[src/rtl/gpr_writeback_pkg.sv]
// Shared types for the GPR writeback stage: register selectors, port A
// width codes and the buffered commit record.
package gpr_writeback_pkg;

    typedef enum logic [2:0] {
        REG_EAX = 3'd0,
        REG_ECX = 3'd1,
        REG_EDX = 3'd2,
        REG_EBX = 3'd3,
        REG_ESP = 3'd4,
        REG_EBP = 3'd5,
        REG_ESI = 3'd6,
        REG_EDI = 3'd7
    } reg_sel_e;

    typedef enum logic [1:0] {
        WB_W8  = 2'd0,
        WB_W16 = 2'd1,
        WB_W32 = 2'd2
    } wb_width_e;

    typedef enum logic {
        ST_EMPTY = 1'b0,
        ST_FULL  = 1'b1
    } wb_state_e;

    localparam int unsigned NUM_GPR = 8;

    // One retired result, with port A already resolved to target/width/lane
    typedef struct packed {
        logic        a_en;
        reg_sel_e    a_tgt;
        wb_width_e   a_width;
        logic        a_high;
        logic [31:0] a_data;
        logic        b_en;
        reg_sel_e    b_sel;
        logic [31:0] b_data;
    } wb_cmd_t;

    // The byte flag takes priority over the 16-bit flag
    function automatic wb_width_e wb_width_of(input logic one_byte, input logic sixteen);
        if (one_byte) begin
            return WB_W8;
        end else if (sixteen) begin
            return WB_W16;
        end
        return WB_W32;
    endfunction

    // Byte writes with selectors 4-7 land in AH/CH/DH/BH of GPR (sel-4)
    function automatic reg_sel_e wb_target_of(input logic [2:0] sel, input logic one_byte);
        if (one_byte) begin
            return reg_sel_e'({1'b0, sel[1:0]});
        end
        return reg_sel_e'(sel);
    endfunction

endpackage

[src/rtl/gpr_wb_merge.sv]
// Byte-lane merge of a right-aligned write into an existing 32-bit register.
module gpr_wb_merge
    import gpr_writeback_pkg::*;
(
    input  logic [31:0] old_val,
    input  logic [31:0] data,
    input  wb_width_e   width,
    input  logic        high_byte,
    output logic [31:0] merged
);

    // Select which lanes come from the new data
    always_comb begin
        merged = old_val;
        case (width)
            WB_W8: begin
                if (high_byte) begin
                    merged = {old_val[31:16], data[7:0], old_val[7:0]};
                end else begin
                    merged = {old_val[31:8], data[7:0]};
                end
            end
            WB_W16:  merged = {old_val[31:16], data[15:0]};
            WB_W32:  merged = data;
            default: merged = old_val;
        endcase
    end

endmodule

[src/rtl/gpr_writeback.sv]
// Architectural GPR file and writeback stage: one-entry commit buffer with
// valid/ready intake, stall-gated apply, and x86 partial-register merging.
module gpr_writeback
    import gpr_writeback_pkg::*;
#(
    parameter logic [31:0] ESP_RESET = 32'h0000_0000
) (
    input  logic        clk,
    input  logic        rst_n,
    input  logic        wb_valid,
    output logic        wb_ready,
    input  logic        a_en,
    input  logic [2:0]  a_sel,
    input  logic        a_1byte,
    input  logic        a_16bit,
    input  logic [31:0] a_data,
    input  logic        b_en,
    input  logic [2:0]  b_sel,
    input  logic [31:0] b_data,
    input  logic        stall,
    output logic [31:0] eax,
    output logic [31:0] ecx,
    output logic [31:0] edx,
    output logic [31:0] ebx,
    output logic [31:0] esp,
    output logic [31:0] ebp,
    output logic [31:0] esi,
    output logic [31:0] edi,
    output logic        pending,
    output logic [31:0] retire_count
);

    wb_state_e   state_q, state_d;
    wb_cmd_t     buf_q, buf_d;
    logic [31:0] retire_count_q, retire_count_d;
    logic [31:0] gpr_q [NUM_GPR];
    logic [31:0] gpr_d [NUM_GPR];

    logic        accept;
    logic        apply;
    logic [31:0] a_old;
    logic [31:0] a_merged;

    // Handshake: a full buffer frees its slot on the same edge it applies
    always_comb begin
        pending  = (state_q == ST_FULL);
        wb_ready = ~pending | ~stall;
        accept   = wb_valid & wb_ready;
        apply    = pending & ~stall;
    end

    // Port A merges on top of the post-port-B value of its target
    always_comb begin
        a_old = gpr_q[buf_q.a_tgt];
        if (buf_q.b_en && (buf_q.b_sel == buf_q.a_tgt)) begin
            a_old = buf_q.b_data;
        end
    end

    gpr_wb_merge u_merge_a (
        .old_val   (a_old),
        .data      (buf_q.a_data),
        .width     (buf_q.a_width),
        .high_byte (buf_q.a_high),
        .merged    (a_merged)
    );

    // Next buffer contents and FSM state
    always_comb begin
        buf_d   = buf_q;
        state_d = state_q;
        if (accept) begin
            buf_d.a_en    = a_en;
            buf_d.a_tgt   = wb_target_of(a_sel, a_1byte);
            buf_d.a_width = wb_width_of(a_1byte, a_16bit);
            buf_d.a_high  = a_1byte & a_sel[2];
            buf_d.a_data  = a_data;
            buf_d.b_en    = b_en;
            buf_d.b_sel   = reg_sel_e'(b_sel);
            buf_d.b_data  = b_data;
            state_d       = ST_FULL;
        end else if (apply) begin
            state_d = ST_EMPTY;
        end
    end

    // Next register file and retire counter: port B first, port A over it
    always_comb begin
        for (int unsigned i = 0; i < NUM_GPR; i++) begin
            gpr_d[i] = gpr_q[i];
        end
        retire_count_d = retire_count_q;
        if (apply) begin
            if (buf_q.b_en) begin
                gpr_d[buf_q.b_sel] = buf_q.b_data;
            end
            if (buf_q.a_en) begin
                gpr_d[buf_q.a_tgt] = a_merged;
            end
            retire_count_d = retire_count_q + 32'd1;
        end
    end

    // State registers; reset drops any buffered commit
    always_ff @(posedge clk or negedge rst_n) begin
        if (!rst_n) begin
            state_q        <= ST_EMPTY;
            buf_q          <= '0;
            retire_count_q <= '0;
            for (int unsigned i = 0; i < NUM_GPR; i++) begin
                gpr_q[i] <= (i == 32'(REG_ESP)) ? ESP_RESET : '0;
            end
        end else begin
            state_q        <= state_d;
            buf_q          <= buf_d;
            retire_count_q <= retire_count_d;
            for (int unsigned i = 0; i < NUM_GPR; i++) begin
                gpr_q[i] <= gpr_d[i];
            end
        end
    end

    // Architectural outputs
    always_comb begin
        eax          = gpr_q[REG_EAX];
        ecx          = gpr_q[REG_ECX];
        edx          = gpr_q[REG_EDX];
        ebx          = gpr_q[REG_EBX];
        esp          = gpr_q[REG_ESP];
        ebp          = gpr_q[REG_EBP];
        esi          = gpr_q[REG_ESI];
        edi          = gpr_q[REG_EDI];
        retire_count = retire_count_q;
    end

endmodule

[config.mk]
export PLATFORM = sky130hd
export DESIGN_NAME = gpr_writeback
export DESIGN_NICKNAME = d
export VERILOG_FILES = /design/src/rtl/gpr_writeback_pkg.sv /design/src/rtl/gpr_wb_merge.sv /design/src/rtl/gpr_writeback.sv
export SDC_FILE = /design/constraint.sdc
export NUM_CORES = 1
export LEC_CHECK = 0
export CORE_MARGIN = 1.5
export CORE_UTILIZATION = 51
export DETAILED_ROUTE_END_ITERATION = 7
export GPL_ROUTABILITY_DRIVEN = 0
export PLACE_DENSITY = 0.8
export SETUP_SLACK_MARGIN = 0.05
export SLEW_MARGIN = 20
export SYNTH_ARGS = -nofsm -noshare
export SYNTH_HDL_FRONTEND = slang
export SYNTH_SLANG_ARGS = --single-unit
[constraint.sdc]
create_clock -name clk -period 2.9 [get_ports clk]
set_clock_uncertainty 0.1 [all_clocks]
set_input_delay 0.58 -clock clk [delete_from_list [all_inputs] [get_ports clk]]
set_output_delay 0.58 -clock clk [all_outputs]
set_load 0.005 [all_outputs]
==> results of run 1 <==
worst min path at each step:
stage,slack [ps],to
finish,370,retire_count[31]$_DFFE_PN0P_
global route,400,retire_count[22]$_DFFE_PN0P_
CTS,370,retire_count[31]$_DFFE_PN0P_
detailed placement,360,retire_count[31]$_DFFE_PN0P_
global placement,360,buf_q[66]$_DFFE_PN0P_
floorplan,180,buf_q[0]$_DFFE_PN0P_
cell usage in the layout, fill, tap and decap left out, drive strengths merged, types with 3 or more instances in the layout:
master	netlist	layout
o21ai	11	11
a21oi	267	267
nor3	9	9
nand2b	42	42
dfrtp	364	364
nand3b	3	3
clkinv	0	3
a211oi	9	9
o22ai	257	257
mux2	15	15
a22oi	7	7
xnor2	26	26
mux2i	18	18
nand4	10	10
xor2	8	8
mux4	62	62
nand3	20	20
nand2	250	250
and4	5	5
a221o	8	8
nor2	30	30
clkbuf	127	64
or3	15	15
and3	7	7
o221ai	16	16
nor4	3	3
buf	35	80
nor2b	9	9
and2	4	4
clkdlybuf4s50	0	366
worst register-to-register path: cells and delay by family (launching register included):
| family | cells | cell delay (ps) |
|---|---|---|
| compound gates | 2 | 730 |
| buf+inv | 1 | 410 |
| mux | 2 | 870 |
| flops | 1 | 430 |
routing by layer:
layer	GRT usage	vias up	share of wire
met5	0	-	0
met4	0.2273	0	0.062
met1	0.4891	8175	0.35
met3	0.1091	395	0.14
met2	0.5772	1636	0.45
li1	-	6798	-
cells by family after synthesis:
group	Yosys count
AO/OA/AOI/OAI	578
XOR/XNOR	34
adder cells (fa/ha/maj)	1
buffers and inverters	163
flip-flops	364
multiplexers	95
AND/OR/NAND/NOR	412
power by group:
group          internal, W  switching (W)  total [W]
Sequential         0.00707        0.00229    0.00936
Clock              0.00293        0.00200    0.00492
Combinational      0.00591        0.00400    0.00992
sequential cells by signal, summed over array words and instances, names as in the netlist:
| name | cells |
|---|---|
| ebx | 32 |
| ebp | 32 |
| buf_q | 75 |
| ecx | 32 |
| edx | 32 |
| eax | 32 |
| esi | 32 |
| retire_count | 32 |
| edi | 32 |
| pending | 1 |
| esp | 32 |
through the flow:
stage / worst slack, ps / hold WS [ps] / area, um^2 / power, W / std cells
2_1_floorplan: 498.3 / 184.4 / 17150 / 0.01300 / 1647
3_3_place_gp: 329.4 / 359.7 / 21870 / 0.01857 / 2373
3_5_place_dp: 262.0 / 362.7 / 21870 / 0.01901 / 2373
4_1_cts: 262.6 / 374.1 / 23130 / 0.02400 / 2442
5_1_grt: 114.2 / 404.3 / 23130 / 0.02519 / 2442
6_report: 195.1 / 365.5 / 23130 / 0.02420 / 2442
cell type report:
class / instances / area (um^2) / area share
Sequential cell: 364 / 9117 / 0.3941
Clock buffer: 64 / 1212 / 0.05241
Timing Repair Buffer: 447 / 4594 / 0.1986
Multi-Input combinational cell: 1120 / 7609 / 0.3289
Clock inverter: 4 / 45.04 / 0.001947
Tap cell: 442 / 553.0 / 0.02390
Inverter: 1 / 3.754 / 0.0001622
==> impl_metrics.py, run 1 <==
metrics = {
    "die": {
        "initial_core_util": 0.5232,
        "die_w_um": 186.4,
        "dieArea_um2": 34740,
        "core_area_um2": 32780,
        "fp.dieH_um": 186.4,
        "row_count": 66,
        "io_pins": 368,
    },
    "worst_setup_path": {
        "worstPathMaxFanout": 72,
        "crit_type": "reg2reg",
        "cp_slowest_stage_delay_ps": 580,
        "ff2ff_setup_slack_ps": 200,
        "crit_chain": "buf_12 > mux4_2 > mux2_2 > o221ai_1 > a21oi_1",
        "critPathTopFamily": "multiplexers",
        "reg2reg_to": "edi[31]$_DFFE_PN0P_",
        "critPathSlowestCell": "mux4_2",
        "arrival_ps": 2960,
        "endpoint": "edi[31]$_DFFE_PN0P_",
        "cp.required_ps": 3160,
        "cp_num_buf_inv": 1,
        "ff2ff_path_depth": 5,
        "endpoint_kind": "register",
        "worstSetupStartpoint": "buf_q[73]$_DFFE_PN0P_",
        "crit_cells": 5,
        "crit_path_start_kind": "register",
        "r2r-start": "buf_q[73]$_DFFE_PN0P_",
    },
    "cts": {
        "cts.path.max_buffers": 3,
        "clk_pin_slew_ps": 60,
        "cts_tree": "built",
        "ctsHoldBuffers": 1,
        "cts-buffers-inserted": 39,
        "clk_latency_ps": 530,
        "cts_root_buffer": "clkbuf_16",
        "htree_num_levels": 2,
        "clock_sinks": 364,
        "cts_resized": 0,
        "cts_setup_buffers": 0,
    },
    "logic_synthesis": {
        "synth_common_cells": "364 x dfrtp_1, 267 x a21oi_1, 257 x o22ai_1",
        "synth_top_family_by_area": "compound AO/OA/AOI/OAI gates",
        "avgSynthCellArea_um2": 10.41,
        "yosysTopAreaCell": "dfrtp_1",
        "synthTopCellsByArea": "dfrtp_1 53%, o22ai_1 9.4%, mux4_2 8.1%",
        "synth-edff-count": 0,
        "synthAdderAreaFrac": 0.0007294,
        "synth_compound_area_frac": 0.2019,
        "yosysMostFrequentCell": "dfrtp_1",
        "netlist_instances": 1647,
        "synth_simple_gate_area_frac": 0.1095,
        "synth.top_cell.area_share": 0.5310,
        "synthArstFlopShare": 1.000,
        "ys_seq_area_frac": 0.5310,
        "synth_ff_type": "dfrtp_1",
        "synth.cell_area_um2": 17150,
        "muxShareOfSynthArea": 0.1018,
        "synth-warning-count": 0,
        "synth-seq-cells": 364,
        "syn_nets": 1726,
        "synthXorXnorAreaFrac": 0.01736,
        "synth_cell_types": 46,
    },
    "grt": {
        "grt_usage": 0.3809,
        "grt_max_degree": 79,
        "grt_pass1_vias": 17140,
        "grt.overflow.total": 0,
        "antenna_found_initial": 0,
        "grt_pass1_wl_um": 101900,
    },
    "drt": {
        "drc": 0,
        "via_per_inst": 6.963,
        "drt_wl_total_um": 67200,
        "drt-initial-drc-count": 2122,
        "first_pass_iters": 8,
        "vias": 17000,
        "ant_nets": 0,
        "wl_per_cell_um": 27.52,
    },
    "pwr": {
        "p_leak_nw": 9.399,
        "powerDensity_nw_per_um2": 1046,
        "vdd_drop_max_uv": 608.3,
    },
    "min_path": {
        "min_from": "retire_count[31]$_DFFE_PN0P_",
        "hold_path.class": "reg2reg",
        "min_path_cells": 1,
    },
    "placed_design": {
        "io_buffers": 367,
        "hpwl_um": 43360,
    },
    "sta": {
        "setup_viol": 0,
        "fmax_ghz": 0.3697,
        "rsz0062_at_grt": "no",
        "maxSlewHeadroom": 0.4911,
        "hold_violations": 0,
        "fin_setup_tns_ps": 0,
        "finalCritPeriodShare": 0.9327,
        "slew_viol_final": 0,
        "worst_pin_slew_ps": 763.3,
        "min_period_ps": 2705,
    },
    "cells_and_area": {
        "fin_nets": 2052,
        "layout-drive-gt1-share": 0.1320,
        "diodes": 0,
        "nFillCells": 2327,
        "area_growth_pct": 34.87,
        "final_util": 0.7057,
    },
    "flow_run": {
        "drv_cap": 0,
    },
    "run_status": {
        "status": "finished clean",
    },
}
Note: power is estimated with default switching activity, not from simulation.
==> run 2, diff against run 1 <==
--- a/config.mk
+++ b/config.mk
@@ -5,6 +5,7 @@
 export SDC_FILE = /design/constraint.sdc
 export NUM_CORES = 1
 export LEC_CHECK = 0
+export CAP_MARGIN = 20
 export CORE_MARGIN = 1.5
 export CORE_UTILIZATION = 51
 export DETAILED_ROUTE_END_ITERATION = 7
==> results of run 2 <==
No change in the layout: final DEF, timing and power equal those of run 1.
==> run 3, diff against run 2 <==
==> constraint.sdc (replaced) <==
create_clock -name clk -period 2.9 [get_ports clk]
set_clock_uncertainty 0.1 [all_clocks]
set_input_delay 0.58 -clock clk [delete_from_list [all_inputs] [get_ports clk]]
set_output_delay 0.58 -clock clk [all_outputs]
set_load 0.01 [all_outputs]
==> run 3 against run 2 <==
  * Via count fell by 0.89%
  * Non-clock buffer count fell by 2
  * Register-to-register slack improved by 60 ps
  * Sequential cell count did not move
  * First-iteration DRC count rose by 11%
  * Utilization rose by 0.24 points
  * Sequential share of layout area fell by 0.13 points
  * Clock-buffer cell count did not move
  * Final cell count did not move
  * Global-route usage fell by 0.22 points
==> impl_metrics.py, run 3 (synthesized netlist as in run 1, its figures left out) <==
metrics = {
    "run_status": {
        "status": "finished clean",
    },
    "drt": {
        "wl_per_cell_um": 27.38,
        "drt_wl_total_um": 66850,
        "vias": 16850,
        "via_per_inst": 6.901,
        "first_pass_iters": 6,
        "ant_nets": 0,
        "drc": 0,
        "drt-initial-drc-count": 2359,
    },
    "sta": {
        "hold_violations": 0,
        "finalCritPeriodShare": 0.9109,
        "setup_slack_ps": 258.3,
        "maxSlewHeadroom": 0.5294,
        "rsz0062_at_grt": "no",
        "min_period_ps": 2642,
        "slew_viol_final": 0,
        "worst_pin_slew_ps": 705.8,
        "fin_setup_tns_ps": 0,
        "setup_viol": 0,
        "fmax_ghz": 0.3785,
    },
    "pwr": {
        "p_total_w": 0.02525,
        "vdd_drop_max_uv": 691.8,
        "powerDensity_nw_per_um2": 1088,
        "p_leak_nw": 9.432,
    },
    "grt": {
        "grt-busiest-layer": "met2",
        "grt.overflow.total": 0,
        "grt_max_degree": 81,
        "grt_pass1_vias": 16950,
        "grtUsageMet1": 0.4828,
        "use_met2": 0.5788,
        "grt_usage": 0.3786,
        "antenna_found_initial": 0,
        "grt_pass1_wl_um": 100800,
        "gr-usage-met3": 0.1159,
    },
    "worst_setup_path": {
        "reg2reg_to": "ecx[9]$_DFFE_PN0P_",
        "endpoint_kind": "register",
        "arrival_ps": 2910,
        "cp.required_ps": 3170,
        "worstPathMaxFanout": 25,
        "ff2ff_setup_slack_ps": 260,
        "r2r-start": "buf_q[72]$_DFFE_PN0P_",
        "crit_type": "reg2reg",
        "crit_path_start_kind": "register",
        "ff2ff_path_depth": 6,
    },
    "flow_run": {
        "drv_cap": 0,
    },
    "cts": {
        "cts-buffers-inserted": 38,
        "cts_setup_buffers": 0,
        "cts.path.max_buffers": 3,
        "clock_sinks": 364,
        "htree_num_levels": 2,
        "cts_tree": "built",
        "cts_resized": 0,
        "clk_pin_slew_ps": 60,
        "cts_root_buffer": "clkbuf_16",
        "clk_latency_ps": 530,
    },
    "cells_and_area": {
        "diodes": 0,
        "layoutNonFillerInstCount": 2442,
        "regMostFlops": "buf_q",
        "largest_reg_flops": 75,
        "layout_common_cells": "366 x clkdlybuf4s50_1, 361 x dfrtp_1, 259 x a21oi_1",
        "area_growth_pct": 35.33,
        "layout-drive-gt1-share": 0.1330,
        "nFillCells": 2344,
        "final_common_cell": "clkdlybuf4s50_1",
        "fin_nets": 2049,
    },
    "placed_design": {
        "dpl.cell_count": 2371,
        "hpwl_um": 43310,
        "io_buffers": 367,
        "dp_slack_ps": 244.1,
    },
    "die": {
        "fp.dieH_um": 186.4,
        "io_pins": 368,
        "core_area_um2": 32780,
        "row_count": 66,
        "dieArea_um2": 34740,
        "initial_core_util": 0.5232,
        "die_w_um": 186.4,
    },
    "min_path": {
        "min_from": "retire_count[31]$_DFFE_PN0P_",
        "min_to": "retire_count[31]$_DFFE_PN0P_",
        "min_path_cells": 1,
        "hold_path.class": "reg2reg",
    },
}
[run 3: critical path, cell delays in order, from the launching register on]
cell	delay, ps
dfrtp_2	390
buf_4	270
buf_4	580
mux2i_1	330
nor3_1	90
a211oi_2	560
a21oi_1	150
[run 3: repair_timing]
action | CTS | global route
endpoints found under the hold margin | 45 | 0
hold buffers | 1 | 0
setup endpoints to repair | 0 | 0
[run 3: report_power, final]
part / internal (W) / switching (W)
Sequential: 0.00707 / 0.00228
Combinational: 0.00594 / 0.00467
Clock: 0.00325 / 0.00204
Total: 0.0163 / 0.00899
[run 3: per-stage QoR]
step	instance area, um^2	util	hold slack [ps]
finish	23210	0.7080	380.7
global route	23210	0.7080	399.2
CTS	23210	0.7080	387.4
detailed placement	21840	0.6662	372.8
global placement	21840	0.6662	361.1
floorplan	17150	-	184.4
[run 3: layout make-up]
cell class              instances  area [um^2]  share of cell area
flip-flops and latches        364         9117              0.3928
multi-input cells            1120         7609              0.3278
repair buffers                445         4567              0.1967
clock buffers                  64         1232             0.05309
well taps                     442        553.0             0.02382
clock inverters                 6        130.1            0.005606
inverters                       1        3.754           0.0001617
[run 3: how the worst max path moves through the flow]
| stage | cells after the start | startpoint | end |
|---|---|---|---|
| 4_1_cts | 5 | buf_q[73]$_DFFE_PN0P_ | edi[31]$_DFFE_PN0P_ |
| 5_1_grt | 5 | buf_q[73]$_DFFE_PN0P_ | edx[31]$_DFFE_PN0P_ |
| 3_3_place_gp | 6 | stall | retire_count[30]$_DFFE_PN0P_ |
| 3_5_place_dp | 6 | stall | retire_count[30]$_DFFE_PN0P_ |
| 2_1_floorplan | 7 | buf_q[71]$_DFFE_PN0P_ | eax[14]$_DFFE_PN0P_ |
| 6_report | 6 | buf_q[72]$_DFFE_PN0P_ | ecx[9]$_DFFE_PN0P_ |
[run 3: layer usage]
layer | wire, um | share of wire | vias to the layer above
met3 | 9906 | 0.15 | 384
met2 | 29850 | 0.45 | 1653
met5 | 0 | 0 | -
met1 | 22900 | 0.34 | 8027
li1 | - | - | 6788
met4 | 4191 | 0.063 | 0
